`src/rtl/guess_pkg.sv`:
```
`default_nettype none
// ============================================================================
// Module      : guess_pkg
// Description : Shared types and constants for the guessing-game round
//               sequencer: FSM state encoding, Decision result codes and a
//               saturating score increment helper.
// Revision    : 1.0 - initial release
// ============================================================================
package guess_pkg;

  // Round sequencer states
  typedef enum logic [2:0] {
    ST_IDLE       = 3'd0,
    ST_LOAD       = 3'd1,
    ST_WAIT_GUESS = 3'd2,
    ST_EVAL       = 3'd3,
    ST_RESULT     = 3'd4,
    ST_DONE       = 3'd5
  } state_t;

  // Decision verdict codes; anything else is "no verdict"
  localparam logic [1:0] RES_HIT  = 2'b01;
  localparam logic [1:0] RES_MISS = 2'b10;

  localparam logic [3:0] C_SCORE_MAX = 4'd15;

  // Score increment that sticks at the 4-bit ceiling
  function automatic logic [3:0] sat_inc(input logic [3:0] v);
    return (v == C_SCORE_MAX) ? v : v + 4'd1;
  endfunction

endpackage
`default_nettype wire

```
`src/rtl/guess_round_ctrl.sv`:
```
`default_nettype none
// ============================================================================
// Module      : guess_round_ctrl
// Description : Match/round sequencer for the Decision unit. Latches a secret
//               per round, accepts player guesses over valid/ready, presents
//               one guess at a time to Decision, waits its latency, and keeps
//               tries, score and round index.
// Revision    : 1.0 - initial release
// ============================================================================
module guess_round_ctrl
  import guess_pkg::*;
#(
  parameter int MAX_TRIES = 3,
  parameter int ROUNDS    = 4,
  parameter int DEC_LAT   = 1
) (
  input  logic       clk,
  input  logic       Reset,
  input  logic       start,
  input  logic [1:0] secret_in,
  input  logic       guess_valid,
  input  logic [1:0] guess,
  output logic       guess_ready,
  output logic [1:0] Correct_guess,
  output logic [1:0] In_wr,
  output logic       dec_reset,
  input  logic [1:0] Result,
  output logic [2:0] tries_left,
  output logic [3:0] score,
  output logic [3:0] round_idx,
  output logic       round_done,
  output logic       round_win,
  output logic       match_done
);

  // Counter wide enough to hold DEC_LAT itself
  localparam int               C_CNT_W      = (DEC_LAT < 2) ? 1 : $clog2(DEC_LAT + 1);
  localparam logic [C_CNT_W-1:0] C_DEC_LOAD = C_CNT_W'(DEC_LAT);
  localparam logic [2:0]       C_MAX_TRIES  = 3'(MAX_TRIES);
  localparam logic [3:0]       C_LAST_ROUND = 4'(ROUNDS - 1);

  state_t               r_state;
  state_t               w_next;
  logic [C_CNT_W-1:0]   r_dec_cnt;
  logic                 r_won;

  logic                 w_eval_done;
  logic                 w_hit;
  logic                 w_last_try;
  logic                 w_last_round;

  // Decision verdict is only meaningful once the latency counter expires
  assign w_eval_done  = (r_state == ST_EVAL) && (r_dec_cnt == '0);
  assign w_hit        = (Result == RES_HIT);
  assign w_last_try   = (tries_left <= 3'd1);
  assign w_last_round = (round_idx == C_LAST_ROUND);

  // State register
  always_ff @(posedge clk or posedge Reset) begin
    if (Reset) begin
      r_state <= ST_IDLE;
    end else begin
      r_state <= w_next;
    end
  end

  // Next-state decode and state-derived outputs
  always_comb begin
    w_next      = r_state;
    guess_ready = 1'b0;
    dec_reset   = 1'b0;
    round_done  = 1'b0;
    round_win   = 1'b0;
    match_done  = 1'b0;
    case (r_state)
      ST_IDLE: begin
        dec_reset = 1'b1;
        if (start) w_next = ST_LOAD;
      end
      ST_LOAD: begin
        dec_reset = 1'b1;
        w_next    = ST_WAIT_GUESS;
      end
      ST_WAIT_GUESS: begin
        guess_ready = 1'b1;
        if (guess_valid) w_next = ST_EVAL;
      end
      ST_EVAL: begin
        // A no-verdict code is handled exactly like a miss
        if (w_eval_done) begin
          if (w_hit || w_last_try) w_next = ST_RESULT;
          else                     w_next = ST_WAIT_GUESS;
        end
      end
      ST_RESULT: begin
        round_done = 1'b1;
        round_win  = r_won;
        w_next     = w_last_round ? ST_DONE : ST_LOAD;
      end
      ST_DONE: begin
        match_done = 1'b1;
        if (start) w_next = ST_LOAD;
      end
      default: begin
        dec_reset = 1'b1;
        w_next    = ST_IDLE;
      end
    endcase
  end

  // Round datapath: secret/guess latches, latency counter, tries, score, index
  always_ff @(posedge clk or posedge Reset) begin
    if (Reset) begin
      Correct_guess <= 2'b00;
      In_wr         <= 2'b00;
      tries_left    <= C_MAX_TRIES;
      score         <= 4'd0;
      round_idx     <= 4'd0;
      r_dec_cnt     <= '0;
      r_won         <= 1'b0;
    end else begin
      case (r_state)
        ST_IDLE, ST_DONE: begin
          if (start) begin
            score     <= 4'd0;
            round_idx <= 4'd0;
          end
        end
        ST_LOAD: begin
          Correct_guess <= secret_in;
          tries_left    <= C_MAX_TRIES;
          r_won         <= 1'b0;
        end
        ST_WAIT_GUESS: begin
          if (guess_valid) begin
            In_wr     <= guess;
            r_dec_cnt <= C_DEC_LOAD;
          end
        end
        ST_EVAL: begin
          // Score and tries settle before RESULT so they are valid at the pulse
          if (r_dec_cnt != '0) begin
            r_dec_cnt <= r_dec_cnt - C_CNT_W'(1);
          end else if (w_hit) begin
            r_won <= 1'b1;
            score <= sat_inc(score);
          end else begin
            r_won <= 1'b0;
            if (tries_left != 3'd0) tries_left <= tries_left - 3'd1;
          end
        end
        ST_RESULT: begin
          if (!w_last_round) round_idx <= round_idx + 4'd1;
        end
        default: ;
      endcase
    end
  end

endmodule
`default_nettype wire
```
`config.mk`:
```
export PLATFORM = sky130hd
export DESIGN_NAME = guess_round_ctrl
export DESIGN_NICKNAME = d
export VERILOG_FILES = /design/src/rtl/guess_pkg.sv /design/src/rtl/guess_round_ctrl.sv
export SDC_FILE = /design/constraint.sdc
export NUM_CORES = 1
export LEC_CHECK = 0
export BUFFER_PORTS_ARGS = -buffer_cell sky130_fd_sc_hd__clkbuf_2
export CELL_PAD_IN_SITES_DETAIL_PLACEMENT = 0
export CELL_PAD_IN_SITES_GLOBAL_PLACEMENT = 1
export CORE_UTILIZATION = 40
export DETAILED_ROUTE_END_ITERATION = 7
export GPL_ROUTABILITY_DRIVEN = 0
export MAX_ROUTING_LAYER = met4
export PLACE_DENSITY = 0.87
export SYNTH_ARGS = -nofsm -noshare
export SYNTH_HDL_FRONTEND = slang
export SYNTH_SLANG_ARGS = --single-unit
```
`constraint.sdc`:
```
create_clock -name clk -period 2.15 [get_ports clk]
set_clock_uncertainty 0.05 [all_clocks]
set_input_delay 0.43 -clock clk [delete_from_list [all_inputs] [get_ports clk]]
set_output_delay 0.43 -clock clk [all_outputs]
set_load 0.005 [all_outputs]
```
==> run metrics, run 1 <==
final design utilization=0.4905; I/O Pins=30; sequential power share=0.402; slack of the critical path=roughly 130 ps; Req. time, crit path=between 1500 and 2000 ps; vias per inst=~5.4; clk sink count=20; First-pass DRT Iterations=4; CTS Hold Bufs=0; Final HPWL DP=2.000 mm; Setup crit end kind=output pin; pre-CTS WS=about 340 ps; die area=3379 µm²; maxcap violations=0; Post-synth top flop=dfrtp_1; CTS HTree Levels=1; Clock power frac=0.164; number of diodes=0; Avg Inst Size Synth=a little under 10 µm²; crit path launch type=register; Slew HR=0.4937; DP Area=roughly 1400 µm²; syn_nets=approximately 140; Final #Nets=approximately 170; P_leak=0.7036 nW; initial antenna violation count=0; Netlist cell types=48; Synth async-reset ratio=1.000; Hold WC Path Type=input port to async pin; RSZ-0062 raised after global routing=no; pin count of the biggest net entering global routing=22; routed vias=1073; status=finished, final reports clean; clk_lat worst skew=310 ps; Layout area overhead=17.87%; gr ovfl total=0; fin area=1485 µm²; Peak VDD IR=around 0.55 mV; sw frac=0.3943; Power Density=1284 nW/µm²; initial core utilization=0.4161; post-synthesis sequential area ratio=0.3992; EDFF count, synth=0; crit-path cells=nor3b_1 > and2_1 > clkbuf_2; Final setup viols=0; chip height=58.13 µm; worst slew pin tran=758.7 ps; slowest CP cell=dfrtp_1; Max Fclk=roughly 0.49 GHz; # fillers=just under 300; Worst-path clk slew=roughly 120 ps; post-layout min period=slightly above 2000 ps; first-pass GRT wire length=4.409 mm; max incr delay on CP=approximately 600 ps; Tcrit/Tclk final=0.9398; Hold WS=~170 ps; DRT antenna net count=0; post-cts resize count=0; core area=roughly 3000 µm²; share of cells above drive strength 1=0.3141; Post-CTS Repair Setup Buffers=0; Root Driver=clkbuf_4; Int Pwr=between 1 and 1.5 mW; vias in the first global route=just over 1000; switching power=between 0.7 and 0.8 mW; Fin. Hold Viols=0; total track usage=0.1782; WL final=2.700 mm; PortBufs=29; mapped cell area=between 1000 and 1500 µm²; DRC=0; CP Class=register to output pin; max-slew violations=0; combinational share of power=0.434; synth warn=0; CTS Buf Count=3; Avg WL per Cell=between 10 and 15 µm; Synth Instances=between 100 and 150; CP max FO=13; #FFs+latches synth=20; row count=20; CTS tree=yes; Starting DRT DRC Count=a little under 50; setup TNS=0 ps; CP arrival=~1500 ps; DIE WIDTH=58.13 µm; Clock Tree Buf Depth=2
[power by group through the flow]
stage	logic (mW)	registers, mW	clock network [mW]
floorplan	0.638	0.672	0
global placement	0.808	0.754	0
detailed placement	0.827	0.769	0
CTS	0.832	0.762	0.321
global route	0.925	0.791	0.337
finish	0.827	0.767	0.313
[metal layers]
| metal | GRT usage | vias to the layer above | part of all wire |
|---|---|---|---|
| li1 | - | 522 | - |
| met1 | 0.2218 | 527 | 0.48 |
| met2 | 0.2841 | 20 | 0.48 |
| met3 | 0.03348 | 4 | 0.029 |
| met4 | 0.07483 | 0 | 0.014 |
| met5 | - | - | 0 |
[worst max-delay path: cells and delay by family, from the launching register on]
family | cells | cell delay [ps]
flops | 1 | 590
simple gates | 2 | 530
buf+inv | 1 | 110
[cells in the mapped netlist, drive strengths merged (2+ instances only)]
master,instances,area (µm²)
mux2i,5,50.05
dfstp,2,52.55
nand3,5,25.02
nor4,2,12.51
a21oi,3,15.01
nand4b,2,17.52
dfrtp,18,450.4
nor2b,8,57.55
and3,2,12.51
inv,9,33.78
ha,5,62.56
nand2b,6,37.54
o21ai,5,25.02
nor2,8,30.03
or4b,2,20.02
a31oi,2,12.51
nand2,6,22.52
a311oi,2,17.52
nor3b,2,15.01
mux2,4,45.04
buf,7,43.79
[flip-flops by register name (all words and copies together), names as in the netlist]
register       flops
Correct_guess      2
In_wr              2
r_dec_cnt          1
r_state            3
r_won              1
round_idx          4
score              4
tries_left         3
[placed cells by master (no fill, tap or decap), drive strengths merged, types with 2 or more instances in the layout]
| master | n |
|---|---|
| clkbuf | 32 |
| dfrtp | 18 |
| inv | 9 |
| nor2 | 8 |
| nor2b | 8 |
| nand2b | 6 |
| nand2 | 6 |
| o21ai | 5 |
| mux2i | 5 |
| nand3 | 5 |
| ha | 5 |
| mux2 | 4 |
| a21oi | 3 |
| or4b | 2 |
| nor3b | 2 |
| and3 | 2 |
| a31oi | 2 |
| nand4b | 2 |
| nor4 | 2 |
| a311oi | 2 |
| buf | 2 |
| dfstp | 2 |
[worst paths after layout]
check	cells after the start	startpoint	endpoint	slack, ps
setup / recovery	3	r_state[2]	round_win	130
min in group clk	2	guess[1]	In_wr[1]	280
hold / removal	2	Reset	round_idx[3]	170
max in group asynchronous	2	Reset	r_state[1]	1370
setup reg to reg	5	tries_left[0]	tries_left[0]	320
hold reg to reg	1	In_wr[1]	In_wr[1]	470
[per-stage QoR]
stage	instances	power, mW
after global placement	196	1.562
after floorplan	128	1.310
final	200	1.907
after global routing	200	2.053
after CTS	200	1.915
after detailed placement	196	1.596
[kinds of logic (layout without fill, tap and decap cells)]
family	after synthesis	in the layout	share of synthesized area
compound gates	25	25	0.1430
xor+xnor	1	1	0.006953
fa+ha+maj	5	5	0.04965
buf+inv	16	44	0.06157
flops	20	20	0.3992
mux	9	9	0.07547
simple gates	52	52	0.2641
[cell type report]
type,count,area (µm²),share of cell area
clock buffer,3,22.52,0.01516
clock inverter,1,30.03,0.02022
inverter,9,33.78,0.02275
multi-input combinational,92,679.4,0.4575
sequential,20,504.2,0.3395
tap,44,55.05,0.03707
timing repair buffer,31,160.2,0.1078
Note: power is estimated with default switching activity, not from simulation.
==> inputs of run 2 (changes only) <==
--- a/config.mk
+++ b/config.mk
@@ -5,10 +5,12 @@
 export SDC_FILE = /design/constraint.sdc
 export NUM_CORES = 1
 export LEC_CHECK = 0
+export ABC_AREA = 1
 export BUFFER_PORTS_ARGS = -buffer_cell sky130_fd_sc_hd__clkbuf_2
 export CELL_PAD_IN_SITES_DETAIL_PLACEMENT = 0
 export CELL_PAD_IN_SITES_GLOBAL_PLACEMENT = 1
-export CORE_UTILIZATION = 40
+export CORE_MARGIN = 8
+export CORE_UTILIZATION = 37
 export DETAILED_ROUTE_END_ITERATION = 7
 export GPL_ROUTABILITY_DRIVEN = 0
 export MAX_ROUTING_LAYER = met4
==> run 2 against run 1 <==
Combinational power is 1% lower. Non-clock buffer count decreased by 1. Synthesized area fell by 4.7%. Critical path type unchanged. Largest power group unchanged. Highest routed layer unchanged.
==> run metrics, run 2 <==
area leader, netlist=dfrtp_1; Final setup viols=0; xor/xnor share of the synthesized area=0.01458; syn_nets=roughly 170; DRT antenna net count=0; mapped cell area=approximately 1200 µm²; DRC=0; chip height=approximately 73 µm; core area=between 3000 and 4000 µm²; most instantiated library cell after synthesis=nand2_1; Hold WC Path Type=input port to async pin; first-pass GRT wire length=approximately 4.8 mm; routed vias=1112; EDFF count, synth=0; post-cts resize count=0; clk sink count=20; mux contribution to synthesized area=0.01875; fin area=1435 µm²; total track usage=0.1164; Final HPWL DP=between 2 and 2.5 mm; Peak VDD IR=roughly 0.44 mV; Post-CTS Repair Setup Buffers=0; Setup crit end kind=output pin; Commonest cells post-synth=nand2_1, dfrtp_1, nor2_1; share of cells above drive strength 1=0.2798; crit path launch type=register; Final #Nets=between 200 and 250; I/O Pins=30; Worst-path clk slew=120 ps; setup TNS=0 ps; Adder-Cell Fraction of Synth Area=0.05208; RSZ-0062 raised after global routing=no; Max Fclk=about 0.52 GHz; vias per inst=~4.7; CP Class=register to output pin; DP Area=~1400 µm²; max incr delay on CP=just under 500 ps; PortBufs=29; Synth Area in Compound Gates=0.04792; CP max FO=7; post-synthesis sequential area ratio=0.4187; Clock Tree Buf Depth=2; Starting DRT DRC Count=47; CTS tree=yes; final cell count without fillers=between 200 and 250; top cell type's share of synthesized area=0.3750; initial core utilization=0.3902; clk_lat worst skew=~310 ps; CTS Buf Count=3; WL final=between 2 and 3 mm; largest family of logic cells by synthesized area=simple AND/OR/NAND/NOR gates; number of diodes=0; max-slew violations=0; Placed Instances=approximately 230; commonest non-fill, non-tap cell in the layout=nand2_1; # fillers=312; synth top area cells=dfrtp_1, nand2_1, nand3_1, ha_1, nor2_1; status=finished, final reports clean; row count=20; initial antenna violation count=0; Avg WL per Cell=approximately 12 µm; vias in the first global route=between 1000 and 1500; Layout area overhead=19.48%; worst slew pin tran=296.2 ps; Synth Instances=about 160; DIE WIDTH=between 70 and 80 µm; Slew HR=0.8025; P_leak=slightly below 0.8 nW; crit-path cells=inv_2 > nand2_1 > nor2_1 > clkbuf_2; Post-Synth Simple-Gate Area=0.3885; CTS HTree Levels=1; Req. time, crit path=between 1500 and 2000 ps; slowest CP cell=dfrtp_1; Largest regs=round_idx: 4 flops, score: 4 flops; First-pass DRT Iterations=4; Netlist cell types=26; #FFs+latches synth=20; gr ovfl total=0; CTS Hold Bufs=0; Power Density=1163 nW/µm²; post-layout min period=1906 ps; maxcap violations=0; synth warn=0; Tcrit/Tclk final=0.8865; Root Driver=clkbuf_4; commonest cells after routing, fill and taps aside=nand2_1, clkbuf_2, dfrtp_1, nor2_1, nand3_1; CP arrival=about 1400 ps; Fin. Hold Viols=0; Synth async-reset ratio=1.000; Post-synth top flop=dfrtp_1; Avg Inst Size Synth=between 7 and 8 µm²; R2R Setup Slk=between 700 and 800 ps; die area=roughly 5300 µm²; pin count of the biggest net entering global routing=21
run 2: cell count changes after synthesis, moves of 5 or more:
cell	delta
nand2b_1	-6
nor2_1	+8
buf_2	-5
inv_2	+5
mux2i_1	-5
nand2_1	+47
inv_1	+5
nand3_1	+10
nor2b_1	-7
run 2: area by class of cell:
| cell class | instances | area, µm² | share of cell area |
|---|---|---|---|
| Clock buffer | 4 | 26.28 | 0.01831 |
| Timing Repair Buffer | 30 | 152.6 | 0.1064 |
| Multi-Input combinational cell | 120 | 626.9 | 0.4368 |
| Sequential cell | 20 | 503.0 | 0.3505 |
| Tap cell | 44 | 55.05 | 0.03836 |
| Inverter | 19 | 71.32 | 0.04969 |
run 2: kinds of logic (layout without fill, tap and decap cells):
group / Yosys count / in the layout
compound gates: 10 / 10
buf+inv: 19 / 53
mux: 2 / 2
simple gates: 101 / 101
flops: 20 / 20
xor+xnor: 2 / 2
fa+ha+maj: 5 / 5
run 2: routing by layer:
metal / wire, µm / GRT usage / vias up
met5: 0 / - / -
met4: 32 / 0.04000 / 0
met3: 117 / 0.02610 / 4
met2: 1351 / 0.1938 / 18
met1: 1277 / 0.1344 / 512
li1: - / - / 578
run 2: through the flow:
step / power, mW / setup slack, ps / hold slack (ps) / util
after floorplan: 1.225 / 776.9 / 342.3 / -
after global placement: 1.475 / 653.9 / 403.8 / 0.4577
after detailed placement: 1.491 / 610.6 / 415.6 / 0.4577
after CTS: 1.696 / 237.4 / 66.34 / 0.4663
after global routing: 1.851 / 155.6 / 94.25 / 0.4663
final: 1.669 / 244.1 / 60.48 / 0.4663
run 2: critical path, delay by kind of cell, from the launching register on:
kind / cells / cell delay [ps]
simple gates: 2 / 330
flops: 1 / 490
buf+inv: 2 / 300
run 2: report_power, final:
part	total (mW)	switching [mW]	leakage (nW)	internal [mW]
combinational	0.815	0.503	0.523	0.312
clock	0.197	0.124	0.0150	0.0724
sequential	0.657	0.141	0.257	0.517
total	1.67	0.768	0.795	0.901
run 2: final timing paths:
| check | start | end | cells after the start |
|---|---|---|---|
| setup / recovery | r_state[2] | guess_ready | 4 |
| hold / removal | Reset | Correct_guess[1] | 3 |
| setup reg to reg | tries_left[0] | tries_left[2] | 5 |
| hold reg to reg | In_wr[1] | In_wr[1] | 2 |
| max in group asynchronous | Reset | tries_left[0] | 3 |
| min in group clk | secret_in[0] | Correct_guess[0] | 2 |
